--- config.mk ---
export PLATFORM = sky130hd
export DESIGN_NAME = hdlc_rx_deframer
export DESIGN_NICKNAME = d
export VERILOG_FILES = /design/src/rtl/hdlc_rx_deframer.sv
export SDC_FILE = /design/constraint.sdc
export NUM_CORES = 1
export LEC_CHECK = 0
export ABC_AREA = 1
export CAP_MARGIN = 0
export CORE_MARGIN = 8
export CORE_UTILIZATION = 59
export DETAILED_ROUTE_END_ITERATION = 16
export PLACE_DENSITY = 0.87
export RECOVER_POWER = 100
export SLEW_MARGIN = 25
export SYNTH_ARGS = -nofsm -noshare
export SYNTH_HDL_FRONTEND = slang
export SYNTH_SLANG_ARGS = --single-unit
--- constraint.sdc ---
create_clock -name Clk -period 3.65 [get_ports Clk]
set_clock_uncertainty 0.2 [all_clocks]
set_input_delay 0.73 -clock Clk [delete_from_list [all_inputs] [get_ports Clk]]
set_output_delay 0.73 -clock Clk [all_outputs]
set_load 0.005 [all_outputs]
--- src/rtl/hdlc_rx_deframer.sv ---
// hdlc_rx_deframer
//   Receive-side HDLC deframer. Samples one line bit per Clk while RxEN is
//   high, detects flags (0x7E) and aborts (0 followed by seven 1s), removes
//   stuffed zeros, and assembles the data between flags into LSB-first bytes.
//
// Ports
//   Clk            sole clock, all logic on posedge
//   Rst            synchronous, active-high reset
//   RxEN           receiver enable; low clears all state and forces outputs 0
//   Rx             serial line, one bit per Clk
//   Rx_FlagDetect  one-cycle pulse, two cycles after the final flag bit
//   Rx_AbortDetect one-cycle pulse, two cycles after the seventh abort 1
//   Rx_ValidFrame  high while a frame is open
//   Rx_Data        assembled byte, valid while Rx_WrBuff is high
//   Rx_WrBuff      one-cycle byte strobe
//   Rx_EoF         one-cycle end-of-frame pulse (coincides with Rx_FlagDetect)
//   Rx_FrameError  closed frame was not a whole number of octets
//   Rx_FrameSize   bytes in current/last frame, saturating at 255
//
// Build option
//   HDLC_RX_FLAG_SHARE_EN  defined: a closing flag also opens the next frame.
//                          undefined: a closing flag returns to IDLE and a
//                          fresh opening flag is required.
module hdlc_rx_deframer (
  input  logic       Clk,
  input  logic       Rst,
  input  logic       RxEN,
  input  logic       Rx,
  output logic       Rx_FlagDetect,
  output logic       Rx_AbortDetect,
  output logic       Rx_ValidFrame,
  output logic [7:0] Rx_Data,
  output logic       Rx_WrBuff,
  output logic       Rx_EoF,
  output logic       Rx_FrameError,
  output logic [7:0] Rx_FrameSize
);

  typedef enum logic {
    IDLE   = 1'b0,
    ACTIVE = 1'b1
  } state_e;

  state_e     state_q;
  logic [7:0] win_q, win_d;     // raw sample window, newest in bit 0
  logic [7:0] tag_q, tag_d;     // per-window-bit "is a data bit" marker
  logic [3:0] ones_q, ones_d;   // consecutive ones, saturating at 8
  logic [7:0] shift_q, shift_d; // byte assembler
  logic [2:0] bitcnt_q;
  logic       data_seen_q;
  logic       flag_q, abort_q, valid_q, wr_q, eof_q, ferr_q;
  logic [7:0] data_q, size_q;

  logic flag_det, abort_det, abort_now, stuffed, emit;

  always_comb begin
    flag_det  = (win_q == 8'h7E);
    abort_det = (ones_q == 4'd7);
    // Abort is recognised on the very edge that samples the seventh 1, so
    // the bit leaving the delay line on that edge (last bit of the byte
    // preceding the abort sequence) is never written.
    abort_now = Rx && (ones_q == 4'd6);
    stuffed   = !Rx && (ones_q == 4'd5);
    // The oldest window bit leaves the delay line; on a flag edge that bit is
    // the flag's own leading 0 and is dropped.
    emit      = tag_q[7] && !flag_det && !abort_now;
    win_d     = {win_q[6:0], Rx};
    shift_d   = {win_q[7], shift_q[7:1]};

    if (!Rx)                 ones_d = 4'd0;
    else if (ones_q == 4'd8) ones_d = 4'd8;
    else                     ones_d = ones_q + 4'd1;

    // On a flag, everything already in the window is flag material and is
    // untagged; the bit being sampled now is the first candidate data bit.
    if (abort_now)     tag_d = '0;
    else if (flag_det) tag_d = {7'b0, !stuffed};
    else               tag_d = {tag_q[6:0], !stuffed};
  end

  always_ff @(posedge Clk) begin
    if (Rst || !RxEN) begin
      state_q     <= IDLE;
      win_q       <= '0;
      tag_q       <= '0;
      ones_q      <= '0;
      shift_q     <= '0;
      bitcnt_q    <= '0;
      data_seen_q <= 1'b0;
      flag_q      <= 1'b0;
      abort_q     <= 1'b0;
      valid_q     <= 1'b0;
      wr_q        <= 1'b0;
      eof_q       <= 1'b0;
      ferr_q      <= 1'b0;
      data_q      <= '0;
      size_q      <= '0;
    end else begin
      win_q   <= win_d;
      tag_q   <= tag_d;
      ones_q  <= ones_d;
      flag_q  <= flag_det;
      abort_q <= abort_det;
      wr_q    <= 1'b0;
      eof_q   <= 1'b0;

      case (state_q)
        IDLE: begin
          if (flag_det) begin
            state_q     <= ACTIVE;
            valid_q     <= 1'b1;
            size_q      <= '0;
            ferr_q      <= 1'b0;
            bitcnt_q    <= '0;
            data_seen_q <= 1'b0;
          end
        end

        ACTIVE: begin
          if (abort_q) begin
            state_q     <= IDLE;
            valid_q     <= 1'b0;
            bitcnt_q    <= '0;
            data_seen_q <= 1'b0;
          end else if (flag_det) begin
            // A flag with no data since opening is just a shared idle flag.
            if (data_seen_q) begin
              eof_q  <= 1'b1;
              ferr_q <= (bitcnt_q != 3'd0);
`ifndef HDLC_RX_FLAG_SHARE_EN
              state_q <= IDLE;
              valid_q <= 1'b0;
`endif
            end
            bitcnt_q    <= '0;
            data_seen_q <= 1'b0;
          end else begin
`ifdef HDLC_RX_FLAG_SHARE_EN
            // Closing flag doubled as the opening flag: start the new
            // frame's bookkeeping one cycle after Rx_EoF.
            if (eof_q) begin
              size_q <= '0;
              ferr_q <= 1'b0;
            end
`endif
            if (abort_now) begin
              bitcnt_q <= '0;
            end else if (emit) begin
              shift_q     <= shift_d;
              bitcnt_q    <= bitcnt_q + 3'd1;
              data_seen_q <= 1'b1;
              if (bitcnt_q == 3'd7) begin
                data_q <= shift_d;
                wr_q   <= 1'b1;
                if (size_q != 8'hFF) size_q <= size_q + 8'd1;
              end
            end
          end
        end

        default: state_q <= IDLE;
      endcase
    end
  end

  assign Rx_FlagDetect  = flag_q;
  assign Rx_AbortDetect = abort_q;
  assign Rx_ValidFrame  = valid_q;
  assign Rx_Data        = data_q;
  assign Rx_WrBuff      = wr_q;
  assign Rx_EoF         = eof_q;
  assign Rx_FrameError  = ferr_q;
  assign Rx_FrameSize   = size_q;

endmodule
==> results of run 1 <==
cells in the final DEF, fill, tap and decap left out, drive strengths merged:
master / n
dfxtp: 54
nand2: 75
buf: 1
nand3: 10
dlygate4sd3: 23
clkdlybuf4s50: 2
clkbuf: 7
o21ai: 9
nor4: 2
nor2: 48
inv: 48
and3: 1
clkinvlp: 1
a31oi: 1
nor3: 2
ha: 8
a21oi: 24
nand4: 14
or2: 1
o21a: 1
cells by family after synthesis:
kind of cell	Yosys count
flip-flops	54
adder cells (fa/ha/maj)	8
buffers and inverters	54
AO/OA/AOI/OAI	35
AND/OR/NAND/NOR	153
worst min-delay path: cells and delay by family, from the launching register on:
family / cells / cell delay, ns
simple gates: 1 / 0.03
flops: 1 / 0.31
buf+inv: 1 / 0.04
layer usage:
metal  GRT usage (%)  routed length (um)  up-vias
li1                -                   -     1002
met1           15.72                1878      859
met2           26.21                2261       46
met3           3.499                 249        4
met4           5.926                  44        0
met5               0                   0        -
final cells by class:
type                       count  area, um^2
clock buffer                   6       72.57
clock inverter                 1       7.507
fill                         334        1204
inverter                      48       180.2
multi-input combinational    196        1045
sequential                    54        1081
tap                           50       62.56
timing repair buffer          27       261.5
worst paths after layout:
check                to  slack (ns)  startpoint
max           ones_q[2]        0.93        RxEN
min            tag_q[3]        0.21    tag_q[2]
max reg2reg  shift_q[1]        1.74     state_q
min reg2reg    tag_q[3]        0.21    tag_q[2]
through the flow:
step / utilization [%] / hold WS (ns)
3_5_place_dp: 67.39 / 0.2021
2_1_floorplan: - / 0.1936
6_report: 69.25 / 0.2132
3_3_place_gp: 67.39 / 0.1966
5_1_grt: 69.25 / 0.2334
4_1_cts: 69.44 / 0.2155
power breakdown:
group,switching [mW],internal [mW],total [mW]
logic,0.0143,0.00711,0.0214
registers,0.00123,0.591,0.592
clock network,0.173,0.132,0.305
total,0.189,0.730,0.919
flip-flops by register name, summed over array words and instances (netlist names):
signal,flops
Rx_Data,8
Rx_FrameSize,8
tag_q,8
win_q,8
shift_q,7
ones_q,4
bitcnt_q,3
Rx_AbortDetect,1
Rx_EoF,1
Rx_FlagDetect,1
Rx_FrameError,1
Rx_ValidFrame,1
Rx_WrBuff,1
data_seen_q,1
state_q,1
==> qor.txt, run 1 <==
Max IR drop VDD -> 290.8 uV
Initial Util -> 59.88%
final total power -> 0.9186 mW
Pwr Density -> 338.9 mW/mm^2
final setup TNS -> 0 ns
vias per inst -> 5.003
Simple-Gate Fraction of Synth Area -> 32.19%
Hold WC Path Type -> reg -> reg
Register-to-Register Path Depth -> 7
DP HPWL -> 3.284 mm
most common cell in the netlist -> nand2_1
number of max-cap violations -> 0
ys flop type -> dfxtp_1
CP top delay family -> buffers and inverters
worst-margin pin slew -> 0.5621 ns
Final period util -> 74.50%
clk buf depth -> 2
Area Overhead vs Synth -> 15.64%
number of port buffers -> 25
sequential-to-total area share from yosys stat -> 46.13%
endpoints failing setup -> 0
clock latency on the worst-skew pair -> 0.30 ns
core area -> 0.003914 mm^2
unrepaired setup endpoints after global routing -> no
Placer Congestion -> 0.9082
Post-Layout Cell Count -> 382
Antenna Violating Nets Remaining -> 0
fmax -> 0.3678 GHz
first-pass GRT wire length -> 7.465 mm
Post-synth EDFFs -> 0
std cell rows -> 23
DP Area -> 0.002638 mm^2
CP Capture Type -> flip-flop
ranking of synthesized cells by area -> dfxtp_1 (46%), nand2_1 (11%), inv_1 (6.7%)
Pre-antenna DRT Iters -> 4
Synth cell types -> 30
post-CTS resize count -> 0
Die ar. -> 0.006245 mm^2
htree depth -> 2
Worst Path Arrival -> 2.75 ns
crit-path cells -> dlygate4sd3_1, inv_1, nor2_1, clkbuf_1, inv_1, buf_4, nor2_1, nand2_1, a21oi_1
Adder-Cell Fraction of Synth Area -> 4.271%
Mapped Avg Cell Area -> 7.709 um^2
grt total ovfl -> 0
CP bufs+invs -> 5
via count -> 1,911
Max-slew headroom -> 62.53%
#FFs+latches synth -> 54
status -> finished clean
syn_nets -> 316
Compound-Gate Fraction of Synth Area -> 8.275%
Lkg Pwr -> 1.073 nW
CP peak stage delay -> 0.52 ns
GRT Resource Usage Total -> 14.48%
CP Class -> in -> reg
Syn Inst Count -> 304
final worst setup slack -> 0.9308 ns
CTS tree -> yes
CP max FO -> 25
DP Cell Count -> 375
Max Slew Vio Count -> 0
Die Span X -> 79.03 um
number of global-route vias before repair -> 1,783
top cells by count, synth -> nand2_1 (70), dfxtp_1 (54), inv_1 (42), nor2_1 (42), a21oi_1 (20)
Post-Synth XOR/XNOR Area -> 0%
post-synth top area cell -> dfxtp_1
# hold bufs at CTS -> 0
CTS sink cnt -> 54
post-synth top area share -> 46.13%
Nets -> 344
pin count of the biggest net entering global routing -> 26
largest family of logic cells by synthesized area -> simple AND/OR/NAND/NOR gates
Worst-path clk slew -> 0.08 ns
# Post-CTS Setup Buffers -> 0
Root Buffer -> clkbuf_8
ANT cells -> 0
DR DRC count -> 0
initial DRC count -> 142
WL per Instance -> 11.60 um
share of layout cells above drive strength 1 -> 10.54%
final non-filler cell area -> 0.002710 mm^2
post-placement setup slack -> 1.090 ns
Ports -> 26
cts bufs inserted -> 5
Worst setup SP type -> input pin
Die Ht -> 79.03 um
hold depth -> 2
post-synthesis mux area share -> 0%
Routed WL -> 4.433 mm
Netlist Area Pre-Place -> 0.002343 mm^2
Synth warnings -> 0
Final Hold Fails -> 0
Worst EP required -> 3.68 ns
initial antenna violation count -> 0
Tmin final -> 2.719 ns
Async SR Flop Fraction -> 0%
Worst path slowest cell -> dlygate4sd3_1
Crit. path cell count -> 9
(Power assumes the default switching activity.)
==> inputs of run 2 (changes only) <==
--- a/config.mk
+++ b/config.mk
@@ -8,9 +8,9 @@
 export ABC_AREA = 1
 export CAP_MARGIN = 0
 export CORE_MARGIN = 8
-export CORE_UTILIZATION = 59
+export CORE_UTILIZATION = 55
 export DETAILED_ROUTE_END_ITERATION = 16
-export PLACE_DENSITY = 0.87
+export PLACE_DENSITY = 0.82
 export RECOVER_POWER = 100
 export SLEW_MARGIN = 25
 export SYNTH_ARGS = -nofsm -noshare
==> constraint.sdc (replaced) <==
create_clock -name Clk -period 2.8 [get_ports Clk]
set_clock_uncertainty 0.2 [all_clocks]
set_input_delay 0.56 -clock Clk [delete_from_list [all_inputs] [get_ports Clk]]
set_output_delay 0.56 -clock Clk [all_outputs]
set_load 0.005 [all_outputs]
==> run 2 against run 1 <==
Cell area down 0.37%. Sequential share of layout area is 0.15 points higher. Via count rose by 1.9%. Register-to-register slack got worse by 1.2 ns. Global-route usage shrank 0.24 points. First-iteration DRC count down 13%. Routed wire length down 2.2%. Combinational power increased by 28%. Critical path depth fell by 3. Highest routed layer unchanged.
==> qor.txt, run 2 (synthesis results as in run 1) <==
CP Capture Type -> flip-flop
DP HPWL -> 3.219 mm
vias per inst -> 5.099
first-pass GRT wire length -> 7.576 mm
endpoints failing setup -> 0
clk buf depth -> 2
status -> finished clean
Max IR drop VDD -> 329.3 uV
clock latency on the worst-skew pair -> 0.31 ns
number of max-cap violations -> 0
CP max FO -> 17
fmax -> 0.4376 GHz
unrepaired setup endpoints after global routing -> no
commonest non-fill, non-tap cell in the layout -> nand2_1
number of port buffers -> 25
# Post-CTS Setup Buffers -> 0
final total power -> 1.206 mW
number of global-route vias before repair -> 1,766
Area Overhead vs Synth -> 15.22%
WL per Instance -> 11.35 um
Worst-path clk slew -> 0.08 ns
Worst setup SP type -> input pin
ANT cells -> 0
pin count of the biggest net entering global routing -> 18
final setup TNS -> 0 ns
Die ar. -> 0.006606 mm^2
htree depth -> 2
worst-margin pin slew -> 0.8104 ns
post-CTS resize count -> 0
Final Util -> 66.54%
CTS tree -> yes
Worst EP required -> 2.75 ns
Placer Congestion -> 0.9123
std cell rows -> 23
hold depth -> 2
Worst Path Arrival -> 2.24 ns
Initial Util -> 57.76%
GRT Resource Usage Total -> 14.25%
Final period util -> 81.62%
cts bufs inserted -> 5
CTS sink cnt -> 54
most frequent cells in the layout -> nand2_1 (71), dfxtp_1 (54), inv_1 (43), nor2_1 (43), dlygate4sd3_1 (23)
Max Slew Vio Count -> 0
initial DRC count -> 124
Routed WL -> 4.336 mm
Pre-antenna DRT Iters -> 4
Die Span X -> 81.28 um
CP Class -> in -> reg
Max-slew headroom -> 45.97%
Antenna Violating Nets Remaining -> 0
share of layout cells above drive strength 1 -> 9.639%
post-placement setup slack -> 0.6547 ns
DR DRC count -> 0
# hold bufs at CTS -> 0
core area -> 0.004058 mm^2
Register-to-Register Path Depth -> 6
Nets -> 344
Final Hold Fails -> 0
grt total ovfl -> 0
Ports -> 26
Tmin final -> 2.285 ns
final worst setup slack -> 0.5147 ns
Die Ht -> 81.28 um
Pwr Density -> 446.6 mW/mm^2
Lkg Pwr -> 1.069 nW
initial antenna violation count -> 0
via count -> 1,948
Hold WC Path Type -> reg -> reg
Root Buffer -> clkbuf_8
run 2: per-layer routing:
| metal | part of all wire [%] | vias up | routed length [um] | track usage, % |
|---|---|---|---|---|
| met5 | 0 | - | 0 | 0 |
| met3 | 4.7 | 7 | 204 | 4.305 |
| met4 | 1.6 | 0 | 68 | 4.821 |
| met2 | 50 | 33 | 2149 | 24.82 |
| met1 | 44 | 898 | 1914 | 16.10 |
| li1 | - | 1010 | - | - |
run 2: power by group:
part           internal (mW)  switching (mW)
sequential             0.770         0.00156
combinational        0.00860          0.0188
clock                  0.172           0.235
total                  0.951           0.255
run 2: worst paths after layout:
path,startpoint,to,slack (ns)
min reg2reg,tag_q[5],tag_q[6],0.21
max,RxEN,Rx_Data[6],0.51
min,tag_q[5],tag_q[6],0.21
max reg2reg,state_q,Rx_Data[6],0.56
run 2: through the flow:
stage               instances  hold slack, ns  area, um^2
floorplan                 304          0.1936        2344
global placement          375          0.1948        2638
detailed placement        375          0.1998        2638
CTS                       382          0.2135        2718
global route              382          0.2261        2700
finish                    382          0.2116        2700
run 2: cell type report:
| cell class | count | area, um^2 |
|---|---|---|
| Fill cell | 358 | 1358 |
| Sequential cell | 54 | 1081 |
| Multi-Input combinational cell | 196 | 1039 |
| Timing Repair Buffer | 27 | 257.7 |
| Inverter | 48 | 180.2 |
| Clock buffer | 6 | 72.57 |
| Tap cell | 50 | 62.56 |
| Clock inverter | 1 | 7.507 |
run 2: worst max-delay path, stage by stage:
cell,delay [ns]
dlygate4sd3_1,0.54
inv_1,0.05
nor2_1,0.04
inv_1,0.29
clkbuf_1,0.66
a21oi_1,0.09
==> inputs of run 3 (changes only) <==
--- a/config.mk
+++ b/config.mk
@@ -8,9 +8,9 @@
 export ABC_AREA = 1
 export CAP_MARGIN = 0
 export CORE_MARGIN = 8
-export CORE_UTILIZATION = 55
+export CORE_UTILIZATION = 50
 export DETAILED_ROUTE_END_ITERATION = 16
-export PLACE_DENSITY = 0.82
+export PLACE_DENSITY = 0.79
 export RECOVER_POWER = 100
 export SLEW_MARGIN = 25
 export SYNTH_ARGS = -nofsm -noshare
==> constraint.sdc (replaced) <==
create_clock -name Clk -period 2.1 [get_ports Clk]
set_clock_uncertainty 0.2 [all_clocks]
set_input_delay 0.42 -clock Clk [delete_from_list [all_inputs] [get_ports Clk]]
set_output_delay 0.42 -clock Clk [all_outputs]
set_load 0.005 [all_outputs]
==> run 3 against run 2 <==
Utilization shrank 7.7 points. Via count shrank 1.5%. Sequential power grew 33%. Die area grew 8.0%. Count of clock-buffer cells in the layout is the same. Worst hold slack gained 0.0031 ns. Setup slack lost 0.37 ns. Critical endpoint is now Rx_FrameSize[5]. Largest cell class unchanged. Largest power group unchanged. Highest routed layer unchanged.
==> qor.txt, run 3 (synthesis results as in run 1) <==
status -> finished clean
vias per inst -> 4.946
Die Ht -> 84.46 um
htree depth -> 2
CP Class -> reg -> out
RR Endpoint -> shift_q[4]
Worst EP required -> 1.48 ns
initial DRC count -> 90
CP peak stage delay -> 0.60 ns
reg2reg start -> ones_q[0]
filler instances -> 443
GRT Resource Usage Total -> 13.68%
Die ar. -> 0.007133 mm^2
DP HPWL -> 3.344 mm
first-pass GRT wire length -> 8.066 mm
CP top delay family -> buffers and inverters
top sig layer -> met4
fmax -> 0.5112 GHz
DR DRC count -> 0
Worst-path clk slew -> 0.09 ns
number of max-cap violations -> 0
Root Buffer -> clkbuf_8
Lkg Pwr -> 1.086 nW
crit-path cells -> dlygate4sd3_1
final non-filler cell area -> 0.002724 mm^2
cts bufs inserted -> 5
Max-slew headroom -> 65.70%
metal3 WL -> 163 um
Pre-antenna DRT Iters -> 4
Hold WC Path Type -> reg -> reg
Final Hold Fails -> 0
share of layout cells above drive strength 1 -> 10.78%
ANT cells -> 0
Max Slew Vio Count -> 0
most frequent cells in the layout -> nand2_1 (70), dfxtp_1 (54), inv_1 (44)
grt total ovfl -> 0
endpoints failing setup -> 0
via count -> 1,919
CTS tree -> yes
CP bufs+invs -> 1
CP Capture Type -> output pin
Initial Util -> 50.62%
clk buf depth -> 2
core area -> 0.004629 mm^2
Nets -> 346
Final period util -> 93.14%
Die Span X -> 84.46 um
# hold bufs at CTS -> 0
Pwr Density -> 589.7 mW/mm^2
initial antenna violation count -> 0
met2 wire length -> 2.191 mm
CP max FO -> 6
min-delay src -> tag_q[0]
std cell rows -> 25
detailed-route wire length on metal 1 -> 2.039 mm
commonest non-fill, non-tap cell in the layout -> nand2_1
end of the worst hold path -> tag_q[1]
hold depth -> 2
worst-margin pin slew -> 0.5145 ns
Register-to-Register Path Depth -> 8
Max IR drop VDD -> 500.7 uV
Ports -> 26
Tmin final -> 1.956 ns
number of global-route vias before repair -> 1,915
Worst path slowest cell -> dlygate4sd3_1
pin count of the biggest net entering global routing -> 25
Worst setup SP type -> flip-flop
post-CTS resize count -> 0
Area Overhead vs Synth -> 16.23%
DP Area -> 0.002658 mm^2
Placer Congestion -> 0.8662
unrepaired setup endpoints after global routing -> no
clock latency on the worst-skew pair -> 0.30 ns
CTS sink cnt -> 54
Routed WL -> 4.523 mm
Worst Path Arrival -> 1.34 ns
# Post-CTS Setup Buffers -> 0
final setup TNS -> 0 ns
Antenna Violating Nets Remaining -> 0
WL per Instance -> 11.66 um
number of port buffers -> 25
R2R setup slack -> 0.20 ns
==> run 3: changes by cell type in the layout (fill, tap and decap cells not counted), sizes merged <==
| cell | previous run | this run |
|---|---|---|
| buf | 0 | 3 |
| clkbuf | 8 | 7 |
==> run 3: how the worst max path moves through the flow <==
| stage | slack, ns | depth (start not counted) | to | from |
|---|---|---|---|---|
| after detailed placement | 0.08 | 7 | Rx_Data[0] | Rx |
| after global routing | 0.05 | 8 | shift_q[5] | ones_q[0] |
| after floorplan | 0.55 | 8 | Rx_FrameSize[0] | ones_q[0] |
| after CTS | 0.17 | 1 | Rx_FrameSize[5] | Rx_FrameSize[5] |
| final | 0.14 | 1 | Rx_FrameSize[5] | Rx_FrameSize[5] |
| after global placement | 0.08 | 7 | Rx_Data[0] | Rx |
==> run 3: cell type report <==
cell class | count | area, um^2 | share of cell area, %
Sequential cell | 54 | 1081 | 39.69
Clock buffer | 6 | 72.57 | 2.664
Multi-Input combinational cell | 196 | 1037 | 38.08
Clock inverter | 1 | 7.507 | 0.2756
Timing Repair Buffer | 29 | 277.8 | 10.20
Tap cell | 54 | 67.56 | 2.480
Inverter | 48 | 180.2 | 6.615
==> run 3: tightest hold or removal path, cell delays in order, from the launching register on <==
cell     delay, ns
dfxtp_1       0.30
inv_1         0.04
nor2_1        0.03
==> run 3: routing by layer <==
metal	up-vias	GRT usage, %
met4	0	6.958
li1	1005	-
met5	-	0
met3	11	3.902
met2	29	24.28
met1	874	14.36
==> run 3: per-stage QoR <==
| stage | setup WS [ns] | utilization [%] | power [mW] | cells | hold WS (ns) |
|---|---|---|---|---|---|
| after detailed placement | 0.07720 | 57.41 | 1.093 | 381 | 0.2057 |
| after CTS | 0.1713 | 59.14 | 1.634 | 388 | 0.2195 |
| final | 0.1440 | 58.84 | 1.606 | 388 | 0.2147 |
| after global placement | 0.08321 | 57.41 | 1.092 | 381 | 0.1951 |
| after floorplan | 0.5475 | - | 1.078 | 304 | 0.1936 |
| after global routing | 0.04782 | 58.84 | 1.673 | 388 | 0.2349 |
==> run 3: report_power, final <==
| group | leakage, nW | internal (mW) | total [mW] | switching, mW |
|---|---|---|---|---|
| registers | 0.435 | 1.03 | 1.03 | 0.00207 |
| logic | 0.613 | 0.0126 | 0.0379 | 0.0253 |
| clock network | 0.0373 | 0.229 | 0.539 | 0.310 |
| total | 1.09 | 1.27 | 1.61 | 0.338 |
